$ cat config.mk
export PLATFORM = sky130hd
export DESIGN_NAME = pipe_perf_monitor
export DESIGN_NICKNAME = d
export VERILOG_FILES = /design/src/rtl/pipe_perf_monitor.sv
export SDC_FILE = /design/constraint.sdc
export NUM_CORES = 1
export LEC_CHECK = 0
export CELL_PAD_IN_SITES_DETAIL_PLACEMENT = 0
export CELL_PAD_IN_SITES_GLOBAL_PLACEMENT = 2
export CORE_MARGIN = 8
export CORE_UTILIZATION = 38
export CTS_BUF_LIST = sky130_fd_sc_hd__clkbuf_16
export CTS_CLUSTER_SIZE = 16
export DETAILED_ROUTE_END_ITERATION = 8
export DONT_BUFFER_PORTS = 1
export PLACE_DENSITY_LB_ADDON = 0.1
export SETUP_SLACK_MARGIN = 0.15
export SYNTH_ARGS = -nofsm -noshare
export SYNTH_HDL_FRONTEND = slang
export SYNTH_SLANG_ARGS = --single-unit
$ cat constraint.sdc
create_clock -name clk_i -period 2.9 [get_ports clk_i]
set_clock_uncertainty 0.2 [all_clocks]
set_input_delay 0.145 -clock clk_i [delete_from_list [all_inputs] [get_ports clk_i]]
set_output_delay 0.145 -clock clk_i [all_outputs]
set_load 0.005 [all_outputs]
$ cat src/rtl/pipe_perf_monitor.sv
// pipe_perf_monitor: cycle, stall, flush and retire counters for the 5-stage
// pipeline. Counting is gated by a small IDLE/RUN/DONE run-length FSM, and
// the counters are read back through a one-cycle request/response port.
// start_i doubles as the asynchronous active-low reset of the whole block.
module pipe_perf_monitor #(
  parameter int CNT_W      = 32,
  parameter int MAX_CYCLES = 15
) (
  input  logic             clk_i,
  input  logic             start_i,
  input  logic             stall_i,
  input  logic             branch_i,
  input  logic             flush_i,
  input  logic             retire_i,
  input  logic             clear_i,
  input  logic             rd_req_i,
  input  logic [1:0]       rd_sel_i,
  output logic [CNT_W-1:0] rd_data_o,
  output logic             rd_valid_o,
  output logic             done_o,
  output logic             running_o
);

  typedef enum logic [1:0] {
    ST_IDLE = 2'd0,
    ST_RUN  = 2'd1,
    ST_DONE = 2'd2
  } state_e;

  // A zero run length means the monitor never leaves RUN on its own.
  localparam bit               LIMITED = (MAX_CYCLES != 0);
  localparam logic [CNT_W-1:0] MAX_C   = CNT_W'(MAX_CYCLES);
  localparam logic [CNT_W-1:0] CNT_MAX = {CNT_W{1'b1}};
  localparam logic [CNT_W-1:0] CNT_ONE = CNT_W'(1);
  localparam logic [CNT_W-1:0] CNT_ZERO = {CNT_W{1'b0}};

  // Saturating increment: the counters stick at all-ones instead of wrapping.
  function automatic logic [CNT_W-1:0] sat_inc(input logic [CNT_W-1:0] v,
                                               input logic inc);
    logic [CNT_W-1:0] r;
    if (inc && (v != CNT_MAX)) begin
      r = v + CNT_ONE;
    end else begin
      r = v;
    end
    return r;
  endfunction

  state_e           state_q, state_d;
  logic [CNT_W-1:0] cycle_q, cycle_d;
  logic [CNT_W-1:0] stall_q, stall_d;
  logic [CNT_W-1:0] flush_q, flush_d;
  logic [CNT_W-1:0] retire_q, retire_d;
  logic [CNT_W-1:0] rd_data_q, rd_data_d;
  logic             rd_valid_q, rd_valid_d;
  logic             done_q, done_d;
  logic             running_q, running_d;
  logic [CNT_W-1:0] cycle_inc_s;
  logic [CNT_W-1:0] rd_mux_s;

  // Next-state and counter update; clear overrides counting and the DONE transition.
  always_comb begin
    state_d     = state_q;
    cycle_d     = cycle_q;
    stall_d     = stall_q;
    flush_d     = flush_q;
    retire_d    = retire_q;
    cycle_inc_s = sat_inc(cycle_q, 1'b1);
    if (clear_i) begin
      state_d  = ST_IDLE;
      cycle_d  = CNT_ZERO;
      stall_d  = CNT_ZERO;
      flush_d  = CNT_ZERO;
      retire_d = CNT_ZERO;
    end else begin
      case (state_q)
        ST_IDLE: begin
          // Out of reset (or clear) start_i is high, so the next edge enters RUN.
          state_d = ST_RUN;
        end
        ST_RUN: begin
          cycle_d  = cycle_inc_s;
          // A stall raised alongside a branch decode is a control hazard, not a data stall.
          stall_d  = sat_inc(stall_q, stall_i & ~branch_i);
          flush_d  = sat_inc(flush_q, flush_i);
          retire_d = sat_inc(retire_q, retire_i);
          if (LIMITED && (cycle_inc_s == MAX_C)) begin
            state_d = ST_DONE;
          end else begin
            state_d = ST_RUN;
          end
        end
        ST_DONE: begin
          state_d = ST_DONE;
        end
        default: begin
          state_d = ST_IDLE;
        end
      endcase
    end
    done_d    = (state_d == ST_DONE);
    running_d = (state_d == ST_RUN);
  end

  // Read mux and response capture; the response samples pre-update counter values.
  always_comb begin
    case (rd_sel_i)
      2'd0:    rd_mux_s = cycle_q;
      2'd1:    rd_mux_s = stall_q;
      2'd2:    rd_mux_s = flush_q;
      2'd3:    rd_mux_s = retire_q;
      default: rd_mux_s = CNT_ZERO;
    endcase
    if (rd_req_i) begin
      rd_data_d = rd_mux_s;
    end else begin
      rd_data_d = rd_data_q;
    end
    rd_valid_d = rd_req_i;
  end

  // State, counter and read-port registers, all cleared asynchronously by start_i.
  always_ff @(posedge clk_i or negedge start_i) begin
    if (!start_i) begin
      state_q    <= ST_IDLE;
      cycle_q    <= CNT_ZERO;
      stall_q    <= CNT_ZERO;
      flush_q    <= CNT_ZERO;
      retire_q   <= CNT_ZERO;
      rd_data_q  <= CNT_ZERO;
      rd_valid_q <= 1'b0;
      done_q     <= 1'b0;
      running_q  <= 1'b0;
    end else begin
      state_q    <= state_d;
      cycle_q    <= cycle_d;
      stall_q    <= stall_d;
      flush_q    <= flush_d;
      retire_q   <= retire_d;
      rd_data_q  <= rd_data_d;
      rd_valid_q <= rd_valid_d;
      done_q     <= done_d;
      running_q  <= running_d;
    end
  end

  assign rd_data_o  = rd_data_q;
  assign rd_valid_o = rd_valid_q;
  assign done_o     = done_q;
  assign running_o  = running_q;

endmodule

==> metrics.log, run 1 <==
INFO  metric outcome = complete, but fails checks
INFO  metric violations = hold timing
INFO  metric maxClockFrequency = around 360 MHz
INFO  metric postCtsHoldBufs = 15
INFO  metric share_of_synthesized_flip_flops_with_an_asynchronous_set_or_reset = 1.00
INFO  metric total_chip_power = approximately 4800 uW
INFO  metric drc_violations_left = 0
INFO  metric die_boundary_height = between 150 and 200 um
INFO  metric fraction_of_power_consumed_by_sequential_logic = 0.488
INFO  metric worst_slew_pin_slew = about 700 ps
INFO  metric first_pass_grt_wire_length = between 40000 and 50000 um
INFO  metric fp-row-count = a little under 60
INFO  metric clkSinkCount = 165
INFO  metric wire_per_inst = 22.4 um
INFO  metric synthesis.instances = 959
INFO  metric power_frac_comb = 0.034
INFO  metric synth_edf_count = 0
INFO  metric synth_compound_area_frac = 0.0575
INFO  metric power.clock.fraction = 0.478
INFO  metric synth.net_count = roughly 970
INFO  metric ioPinCount = 45
INFO  metric vias_per_cell = roughly 5.7
INFO  metric clkTransAtPathRegs = roughly 80 ps
INFO  metric synth.lib_cells_used.distinct = 62
INFO  metric crit_path_top_delay_cell = sky130_fd_sc_hd__or4_4
INFO  metric grt_overflow_total = 0
INFO  metric hold_class = in -> async
INFO  metric synth_top_family_by_area = simple AND/OR/NAND/NOR gates
INFO  metric routed_wl = around 31000 um
INFO  metric final_max_slew_viol_count = 0
INFO  metric finalSetupViolCount = 0
INFO  metric post_synth.cell_area_avg = between 10 and 15 um^2
INFO  metric netlist.area_leader.share = 0.430
INFO  metric antenna_found_initial = 0
INFO  metric total_leakage_power = roughly 0.0049 uW
INFO  metric number_of_hold_slack_violations_in_the_final_timing_report = 289
INFO  metric nNetsFinal = 1070
INFO  metric timing.reg2reg.worst_path_depth = 9
INFO  metric r2r_slack = approximately 86 ps
INFO  metric flow.area_growth_from_synthesis = 22.7%
INFO  metric power_per_cell_area = between 400 and 500 nW/um^2
INFO  metric fp.dieW = ~170 um
INFO  metric endpoint_kind = flip-flop
INFO  metric timing.setup.tns = 0 ps
INFO  metric num_antenna_cells = 0
INFO  metric layout_min_cycle_time = ~2800 ps
INFO  metric antenna_violating_nets_post_route = 0
INFO  metric path_class = reg -> reg
INFO  metric yosys.area_share.adder = 0.00522
INFO  metric crit_path_cell_trace = ha_2 > nand4_1 > or4_1 > or4_4 > a22o_2 > clkbuf_16 > nand4_1 > xor2_1 > nor2_1
INFO  metric placement.cell_area = between 10000 and 15000 um^2
INFO  metric pin_count_of_the_biggest_net_entering_global_routing = 166
INFO  metric ys_seq_area_frac = 0.430
INFO  metric synth.mux.area_fraction = 0.116
INFO  metric gp_routability_congestion = roughly 0.93
INFO  metric post_route_cells_drive_above_1_share = 0.261
INFO  metric synth_xor_area_frac = 0.109
INFO  metric worstReg2RegStart = stall_q[0]
INFO  metric synthSimpleGateAreaFrac = 0.251
INFO  metric synth.largest_area_cell = sky130_fd_sc_hd__dfrtp_1
INFO  metric slew_headroom = 0.527
INFO  metric synth_top_cells_by_area = sky130_fd_sc_hd__dfrtp_1 (43%), sky130_fd_sc_hd__mux4_2 (7.3%), sky130_fd_sc_hd__xor2_1 (5.8%)
INFO  metric tritoncts.num_buffers = 17
INFO  metric port_buffers = 0
INFO  metric final.hold.worst_slack = -797 ps
INFO  metric cts.root.buffer_cell = sky130_fd_sc_hd__clkbuf_16
INFO  metric worstSkewPairLatency = approximately 430 ps
INFO  metric drt_first_iter_violations = 676
INFO  metric layout_worst_path_cycle_share = 0.971
INFO  metric start_util = 0.384
INFO  metric drt_pass1_iterations = 5
INFO  metric cpPeakStageDelay = slightly above 500 ps
INFO  metric critPathArrivalTime = between 2000 and 3000 ps
INFO  metric timing.critical_path.mode_cell = sky130_fd_sc_hd__nand4_1
INFO  metric maxCapViolations = 0
INFO  metric synth-seq-cells = roughly 170
INFO  metric ys_dominant_reg_cell = sky130_fd_sc_hd__dfrtp_1
INFO  metric fillCellCount = about 2400
INFO  metric dp_hpwl = 22600 um
INFO  metric syn_area = 9590 um^2
INFO  metric capture_instance_of_the_worst_register_to_register_path = stall_q[17]
INFO  metric grt_pass1_vias = just over 8000
INFO  metric total_switching_power = ~1200 uW
INFO  metric worst-endpoint-required = roughly 3000 ps
INFO  metric dr_total_vias = about 8000
INFO  metric max_clock_buf_depth = 2
INFO  metric layout.cells.most_common = sky130_fd_sc_hd__dfrtp_1
INFO  metric power.ir.vdd_worst = 0.361 mV
INFO  metric global_route.usage.total = 0.208
INFO  metric fin_area = approximately 12000 um^2
INFO  metric power_report.internal_total = between 3000 and 4000 uW
INFO  metric core_region_area = roughly 25000 um^2
INFO  metric tritoncts_clock_tree = built
INFO  metric grt_setup_unrepaired = yes
INFO  metric most-common-layout-cells = sky130_fd_sc_hd__dfrtp_1 (156), sky130_fd_sc_hd__nor2_1 (137), sky130_fd_sc_hd__buf_4 (111)
INFO  metric setup.worst_path.start_class = flip-flop
INFO  metric cts_htree_levels = 4
INFO  metric design.die.area = between 30000 and 40000 um^2
INFO  metric critical_path_peak_fanout = 7
INFO  metric synthesis.yosys.warnings = 0
INFO  metric netSwitchingFraction = 0.256
-- final cells by class --
class                   instances  area (um^2)  share of cell area
well taps                     330          413              0.0351
clock inverters                15          163              0.0138
flip-flops and latches        165         4140               0.352
inverters                      14         52.6             0.00446
repair buffers                135         1170              0.0996
multi-input cells             723         5410               0.459
clock buffers                  17          425              0.0361
-- power by group through the flow --
stage	Combinational (uW)	Sequential [uW]	Clock [uW]
floorplan	124	2370	0
global placement	107	2370	0
detailed placement	108	2370	0
CTS	163	2330	2340
global route	177	2330	2420
finish	163	2330	2280
-- metrics by stage --
stage | utilization | std cells | hold WS (ps) | worst slack (ps)
2_1_floorplan | - | 959 | -351 | 160
3_3_place_gp | 0.426 | 1339 | -344 | -423
3_5_place_dp | 0.426 | 1339 | -345 | -363
4_1_cts | 0.465 | 1395 | -820 | 77.7
5_1_grt | 0.472 | 1399 | -827 | 1.78
6_report | 0.472 | 1399 | -797 | 85.5
-- critical path: cells and delay by family (launching register included) --
family          cells  cell delay [ps]
simple gates        5             1280
flops               1              380
compound gates      1              300
fa+ha+maj           1              190
xor+xnor            1              150
buf+inv             1              180
-- per-layer routing --
| metal | up-vias | part of all wire | track usage |
|---|---|---|---|
| li1 | 3685 | - | - |
| met1 | 4103 | 0.43 | 0.269 |
| met2 | 193 | 0.49 | 0.341 |
| met3 | 53 | 0.043 | 0.0393 |
| met4 | 0 | 0.033 | 0.0774 |
| met5 | - | 0 | 0 |
-- state kept, by name (all words and copies together) (netlist names) --
name and flops:
retire_q 32, done_o 1, cycle_q 32, rd_data_o 32, running_o 1, stall_q 32
rd_valid_o 1, state_q 2, flush_q 32
-- cell families after synthesis --
kind of cell    count (synthesis)
fa+ha+maj                       4
flops                         165
mux                            67
simple gates                  454
compound gates                 79
xor+xnor                      119
buf+inv                        71
-- cells in the mapped netlist, drive strengths merged, types with 5 or more instances --
cell type / instances
dfrtp: 165
nor2: 139
xor2: 64
nand3: 61
xnor2: 55
nand2: 52
nand4: 50
clkbuf: 35
mux2: 33
mux4: 32
nor3: 26
nor4: 24
buf: 22
a21oi: 21
o21ai: 21
or3: 21
and4: 19
and3: 18
inv: 14
and2: 12
or4: 9
a2111oi: 7
a211oi: 5
nor2b: 5
o31a: 5
-- worst max-delay path by stage --
stage | slack, ps | endpoint | startpoint
2_1_floorplan | 160 | running_o | cycle_q[13]
3_3_place_gp | -420 | state_q[0] | cycle_q[22]
3_5_place_dp | -360 | state_q[0] | cycle_q[19]
4_1_cts | 80 | stall_q[30] | stall_q[0]
5_1_grt | 2 | stall_q[26] | stall_q[0]
6_report | 90 | stall_q[17] | stall_q[0]
-- timing repair --
action	CTS	global route
gates resized for setup	30	31
buffers inserted	8	4
endpoints found under the setup margin	40	42
hold endpoints to repair	330	289
cloned	1	1
pin swaps	16	16
(Power assumes the default switching activity.)
==> run 2, diff against run 1 <==
- CELL_PAD_IN_SITES_GLOBAL_PLACEMENT: 2 -> 1
- CORE_UTILIZATION: 38 -> 46
- CTS_CLUSTER_DIAMETER: default -> 30
==> run 2 against run 1 <==
  * Power is 1.8% lower
  * Cell area is 2.1% lower
  * Largest power group unchanged
  * Flip-flop and latch count stayed put
  * The run still ends with hold timing left
  * Critical path type unchanged
  * Global-route usage is 2.7 points higher
==> metrics.log, run 2 (synthesis gave the netlist of run 1 again) <==
INFO  metric antenna_found_initial = 1
INFO  metric final_max_slew_viol_count = 0
INFO  metric first_pass_grt_wire_length = around 47000 um
INFO  metric ioPinCount = 45
INFO  metric cp_launch_point = cycle_q[18]
INFO  metric dr_total_vias = about 8000
INFO  metric clkTransAtPathRegs = 70 ps
INFO  metric fp.dieW = between 150 and 200 um
INFO  metric timing.reg2reg.worst_path_depth = 9
INFO  metric setup.worst_path.start_class = flip-flop
INFO  metric critPathBufInv = 2
INFO  metric r2r_slack = 70 ps
INFO  metric violations = hold timing
INFO  metric postCtsHoldBufs = 14
INFO  metric maxClockFrequency = ~350 MHz
INFO  metric final.hold.worst_slack = -792 ps
INFO  metric crit_path_top_delay_cell = sky130_fd_sc_hd__nor4_1
INFO  metric pin_count_of_the_biggest_net_entering_global_routing = 166
INFO  metric multi_input_comb_area = roughly 5400 um^2
INFO  metric cts.root.buffer_cell = sky130_fd_sc_hd__clkbuf_16
INFO  metric maxCapViolations = 0
INFO  metric flow.area_growth_from_synthesis = 20.1%
INFO  metric tritoncts_clock_tree = built
INFO  metric slew_headroom = 0.510
INFO  metric grt_overflow_total = 0
INFO  metric sequential_cell_area = around 4100 um^2
INFO  metric worst-endpoint-required = 3010 ps
INFO  metric port_buffers = 0
INFO  metric nNetsFinal = approximately 1100
INFO  metric worstSkewPairLatency = between 400 and 500 ps
INFO  metric die_boundary_height = roughly 160 um
INFO  metric drc_violations_left = 0
INFO  metric max_clock_buf_depth = 2
INFO  metric timing.critical_path.depth = 9
INFO  metric cts_htree_levels = 4
INFO  metric dp_hpwl = about 21000 um
INFO  metric timing.critical_path.max_delay_family = simple AND/OR/NAND/NOR gates
INFO  metric outcome = complete, but fails checks
INFO  metric cpPeakStageDelay = between 400 and 500 ps
INFO  metric endpoint_kind = flip-flop
INFO  metric worstReg2RegStart = cycle_q[18]
INFO  metric number_of_hold_slack_violations_in_the_final_timing_report = approximately 170
INFO  metric gp_routability_congestion = 0.949
INFO  metric timing.setup.tns = 0 ps
INFO  metric critical_path_peak_fanout = 4
INFO  metric routed_wl = a little over 30000 um
INFO  metric tritoncts.num_buffers = 17
INFO  metric start_util = 0.462
INFO  metric grt_pass1_vias = between 8000 and 9000
INFO  metric clkSinkCount = ~170
INFO  metric layout.cells.non_filler = between 1000 and 1500
INFO  metric power.ir.vdd_worst = around 0.33 mV
INFO  metric layout.cells.most_common = sky130_fd_sc_hd__dfrtp_1
INFO  metric wire_per_inst = approximately 23 um
INFO  metric drt_pass1_iterations = 5
INFO  metric finalSetupViolCount = 0
INFO  metric design.die.area = 25700 um^2
INFO  metric path_class = reg -> reg
INFO  metric capture_instance_of_the_worst_register_to_register_path = state_q[0]
INFO  metric most-common-layout-cells = sky130_fd_sc_hd__dfrtp_1 (158), sky130_fd_sc_hd__nor2_1 (137), sky130_fd_sc_hd__buf_4 (94)
INFO  metric grt_setup_unrepaired = yes
INFO  metric crit_path_cell_trace = nand3_2 > buf_12 > or2_2 > buf_4 > nor4_1 > nand3_1 > xor2_2 > nand3_1 > o31a_1
INFO  metric layout_min_cycle_time = ~2800 ps
INFO  metric global_route.usage.total = 0.235
INFO  metric hold_class = in -> async
INFO  metric num_antenna_cells = 0
INFO  metric worstSetupEndpoint = state_q[0]
INFO  metric worst_slew_pin_slew = a little over 700 ps
INFO  metric layout_worst_path_cycle_share = 0.976
INFO  metric fp-row-count = 53
INFO  metric placed_cells = around 1300
INFO  metric post_route_cells_drive_above_1_share = 0.252
INFO  metric drt_first_iter_violations = between 600 and 700
INFO  metric power_per_cell_area = ~400 nW/um^2
INFO  metric critPathArrivalTime = between 2000 and 3000 ps
INFO  metric total_leakage_power = around 0.0048 uW
INFO  metric antenna_violating_nets_post_route = 0
INFO  metric vias_per_cell = around 6.0
INFO  metric core_region_area = just over 20000 um^2
INFO  metric fillCellCount = around 1900
INFO  metric timing.critical_path.mode_cell = sky130_fd_sc_hd__nand3_1
run 2: how the worst min path moves through the flow:
stage,startpoint,end,slack [ps],cells after the start
after floorplan,start_i,cycle_q[0],-350,0
after global placement,start_i,flush_q[2],-350,0
after detailed placement,start_i,flush_q[2],-340,0
after CTS,start_i,flush_q[2],-810,0
after global routing,start_i,flush_q[2],-820,0
final,start_i,flush_q[4],-790,0
run 2: layer usage:
layer,vias up,share of wire,track usage
met5,-,0,0
li1,3650,-,-
met3,50,0.048,0.0392
met1,4061,0.43,0.303
met4,0,0.024,0.0820
met2,219,0.50,0.392
run 2: report_power, final:
part	switching [uW]	internal (uW)
combinational	115	81.7
clock	1040	1120
sequential	14.5	2310
total	1170	3520
run 2: final cells by class:
cell class                      count  share of cell area
Multi-Input combinational cell    724               0.472
Sequential cell                   165               0.359
Timing Repair Buffer              116              0.0869
Clock buffer                       17              0.0369
Tap cell                          275              0.0299
Clock inverter                     15              0.0105
Inverter                           14             0.00456
run 2: repair_timing:
action                                  CTS  global route
endpoints found under the setup margin   30            38
pin swaps                                17            21
resized for setup                        31            36
setup buffers                            12            10
cloned                                    0             1
hold endpoints to repair                330           165
run 2: through the flow:
step                      area [um^2]  worst slack [ps]  total power (uW)  hold slack (ps)  utilization
after floorplan                  9600               160              2490             -351            -
after global placement          10300             -73.0              2480             -345        0.497
after detailed placement        10300              -248              2480             -345        0.497
after CTS                       11300              6.52              4740             -810        0.545
after global routing            11500             -31.1              4840             -823        0.555
final                           11500              68.3              4680             -792        0.555
==> run 3, diff against run 2 <==
- CORE_UTILIZATION: 46 -> 50
- clock period: 2.9 -> 2.8 ns (I/O delays scaled with it)
==> run 3 against run 2 <==
  * Highest routed layer unchanged
  * Sequential share of layout area decreased by 1.3 points
  * The flow finishes with violations (hold timing, setup timing)
  * Global-route usage increased by 2.0 points
  * Register-to-register slack got worse by 99 ps
==> metrics.log, run 3 (synthesis gave the netlist of run 1 again) <==
INFO  metric violations = hold timing, setup timing
INFO  metric power.ir.vdd_worst = 0.342 mV
INFO  metric cpPeakStageDelay = roughly 390 ps
INFO  metric max_clock_buf_depth = 2
INFO  metric clkSinkCount = approximately 170
INFO  metric worst-endpoint-required = a little under 3000 ps
INFO  metric final_max_slew_viol_count = 0
INFO  metric clkTransAtPathRegs = 70 ps
INFO  metric routed_wl = 29800 um
INFO  metric crit_path_cell_trace = ha_4 > nand4_1 > buf_6 > or3_4 > o31a_1 > or3_1 > a32oi_2 > nand4_1 > o41ai_1
INFO  metric fp.dieW = 155 um
INFO  metric drt_first_iter_violations = between 500 and 600
INFO  metric placement.cell_area = roughly 11000 um^2
INFO  metric pin_count_of_the_biggest_net_entering_global_routing = 166
INFO  metric power.clock.fraction = 0.466
INFO  metric layout.cells.most_common = sky130_fd_sc_hd__dfrtp_1
INFO  metric netSwitchingFraction = 0.234
INFO  metric layout_worst_path_cycle_share = 1.01
INFO  metric hold_class = in -> async
INFO  metric setup.worst_path.start_class = flip-flop
INFO  metric power_frac_comb = 0.037
INFO  metric ioPinCount = 45
INFO  metric antenna_violating_nets_post_route = 0
INFO  metric num_antenna_cells = 0
INFO  metric global_route.usage.total = 0.255
INFO  metric grt_setup_unrepaired = yes
INFO  metric die_boundary_height = roughly 150 um
INFO  metric number_of_hold_slack_violations_in_the_final_timing_report = approximately 290
INFO  metric cts_htree_levels = 4
INFO  metric grt_overflow_total = 0
INFO  metric core_region_area = 18800 um^2
INFO  metric worst_slew_pin_slew = roughly 560 ps
INFO  metric cts.root.buffer_cell = sky130_fd_sc_hd__clkbuf_16
INFO  metric total_leakage_power = about 0.0050 uW
INFO  metric worst_slack = -30.7 ps
INFO  metric nNetsFinal = 1098
INFO  metric crit_path_top_delay_cell = sky130_fd_sc_hd__dfrtp_1
INFO  metric timing.critical_path.mode_cell = sky130_fd_sc_hd__nand4_1
INFO  metric antenna_found_initial = 0
INFO  metric fin_area = 12000 um^2
INFO  metric path_class = reg -> reg
INFO  metric post_route_cells_drive_above_1_share = 0.285
INFO  metric postCtsHoldBufs = 11
INFO  metric endpoint_kind = flip-flop
INFO  metric critPathArrivalTime = between 2000 and 3000 ps
INFO  metric timing.setup.tns = -30.7 ps
INFO  metric dr_total_vias = around 8200
INFO  metric final.hold.worst_slack = -801 ps
INFO  metric first_pass_grt_wire_length = ~47000 um
INFO  metric start_util = 0.511
INFO  metric finalSetupViolCount = 1
INFO  metric power_report.internal_total = between 3000 and 4000 uW
INFO  metric fraction_of_power_consumed_by_sequential_logic = 0.497
INFO  metric maxCapViolations = 0
INFO  metric critical_path_peak_fanout = 5
INFO  metric total_switching_power = between 1000 and 1500 uW
INFO  metric outcome = complete, but fails checks
INFO  metric layout_min_cycle_time = 2830 ps
INFO  metric port_buffers = 0
INFO  metric flow.area_growth_from_synthesis = 24.6%
INFO  metric power_per_cell_area = 406 nW/um^2
INFO  metric grt_pass1_vias = 8299
INFO  metric tritoncts.num_buffers = 17
INFO  metric drt_pass1_iterations = 5
INFO  metric most-common-layout-cells = sky130_fd_sc_hd__dfrtp_1 (162), sky130_fd_sc_hd__nor2_1 (138), sky130_fd_sc_hd__buf_4 (138)
INFO  metric gp_routability_congestion = 0.961
INFO  metric dp_hpwl = roughly 21000 um
INFO  metric slew_headroom = 0.622
INFO  metric worstSkewPairLatency = roughly 430 ps
INFO  metric tritoncts_clock_tree = built
INFO  metric vias_per_cell = 6.18
INFO  metric maxClockFrequency = 353 MHz
INFO  metric drc_violations_left = 0
INFO  metric wire_per_inst = ~22 um
INFO  metric total_chip_power = roughly 4900 uW
INFO  metric fp-row-count = 50
INFO  metric design.die.area = 23900 um^2
-- run 3: metal layers --
layer,routed length [um],GRT usage,up-vias,part of all wire
met3,1420,0.0357,60,0.048
met1,12600,0.328,4175,0.42
li1,-,-,3745,-
met4,988,0.101,0,0.033
met2,14800,0.428,236,0.50
met5,0,0,-,0
-- run 3: power by group through the flow --
stage	Sequential, uW	Combinational (uW)	Clock [uW]
5_1_grt	2410	193	2360
3_3_place_gp	2460	114	0
4_1_cts	2410	175	2290
6_report	2410	180	2260
2_1_floorplan	2450	130	0
3_5_place_dp	2460	116	0
-- run 3: layout make-up --
cell class	instances	area [um^2]
fillers	1530	6810
multi-input cells	723	5550
flip-flops and latches	165	4130
repair buffers	163	1380
clock buffers	17	425
well taps	234	293
clock inverters	14	124
inverters	14	52.6
-- run 3: path summary, 6_finish.rpt --
kind                       slack, ps            end  cells past startpoint     startpoint
setup / recovery                 -30     state_q[1]                      9     cycle_q[0]
hold / removal                  -800     flush_q[2]                      0        start_i
setup reg to reg                 -30     state_q[1]                      9     cycle_q[0]
hold reg to reg                  350  rd_data_o[17]                      1  rd_data_o[17]
max in group asynchronous       2970    stall_q[27]                      0        start_i
min in group clk_i              -410     cycle_q[2]                      1        clear_i
-- run 3: worst max-delay path: cells and delay by family (launching register included) --
kind | cells | cell delay [ps]
AND/OR/NAND/NOR | 4 | 980
AO/OA/AOI/OAI | 3 | 840
flip-flops | 1 | 390
buffers and inverters | 1 | 160
adder cells (fa/ha/maj) | 1 | 150
-- run 3: repair_timing --
| action | CTS | global route |
|---|---|---|
| pin swaps | 33 | 38 |
| endpoints found under the hold margin | 330 | 292 |
| cloned | 1 | 1 |
| setup endpoints to repair | 47 | 39 |
| resized for setup | 30 | 42 |
| buffers inserted | 17 | 9 |
-- run 3: stage by stage --
stage,setup WS [ps],hold WS [ps],util,instances
2_1_floorplan,142,-356,-,959
3_3_place_gp,-221,-351,0.569,1260
3_5_place_dp,-242,-352,0.569,1260
4_1_cts,-44.2,-815,0.621,1320
5_1_grt,-90.5,-816,0.637,1330
6_report,-30.7,-801,0.637,1330
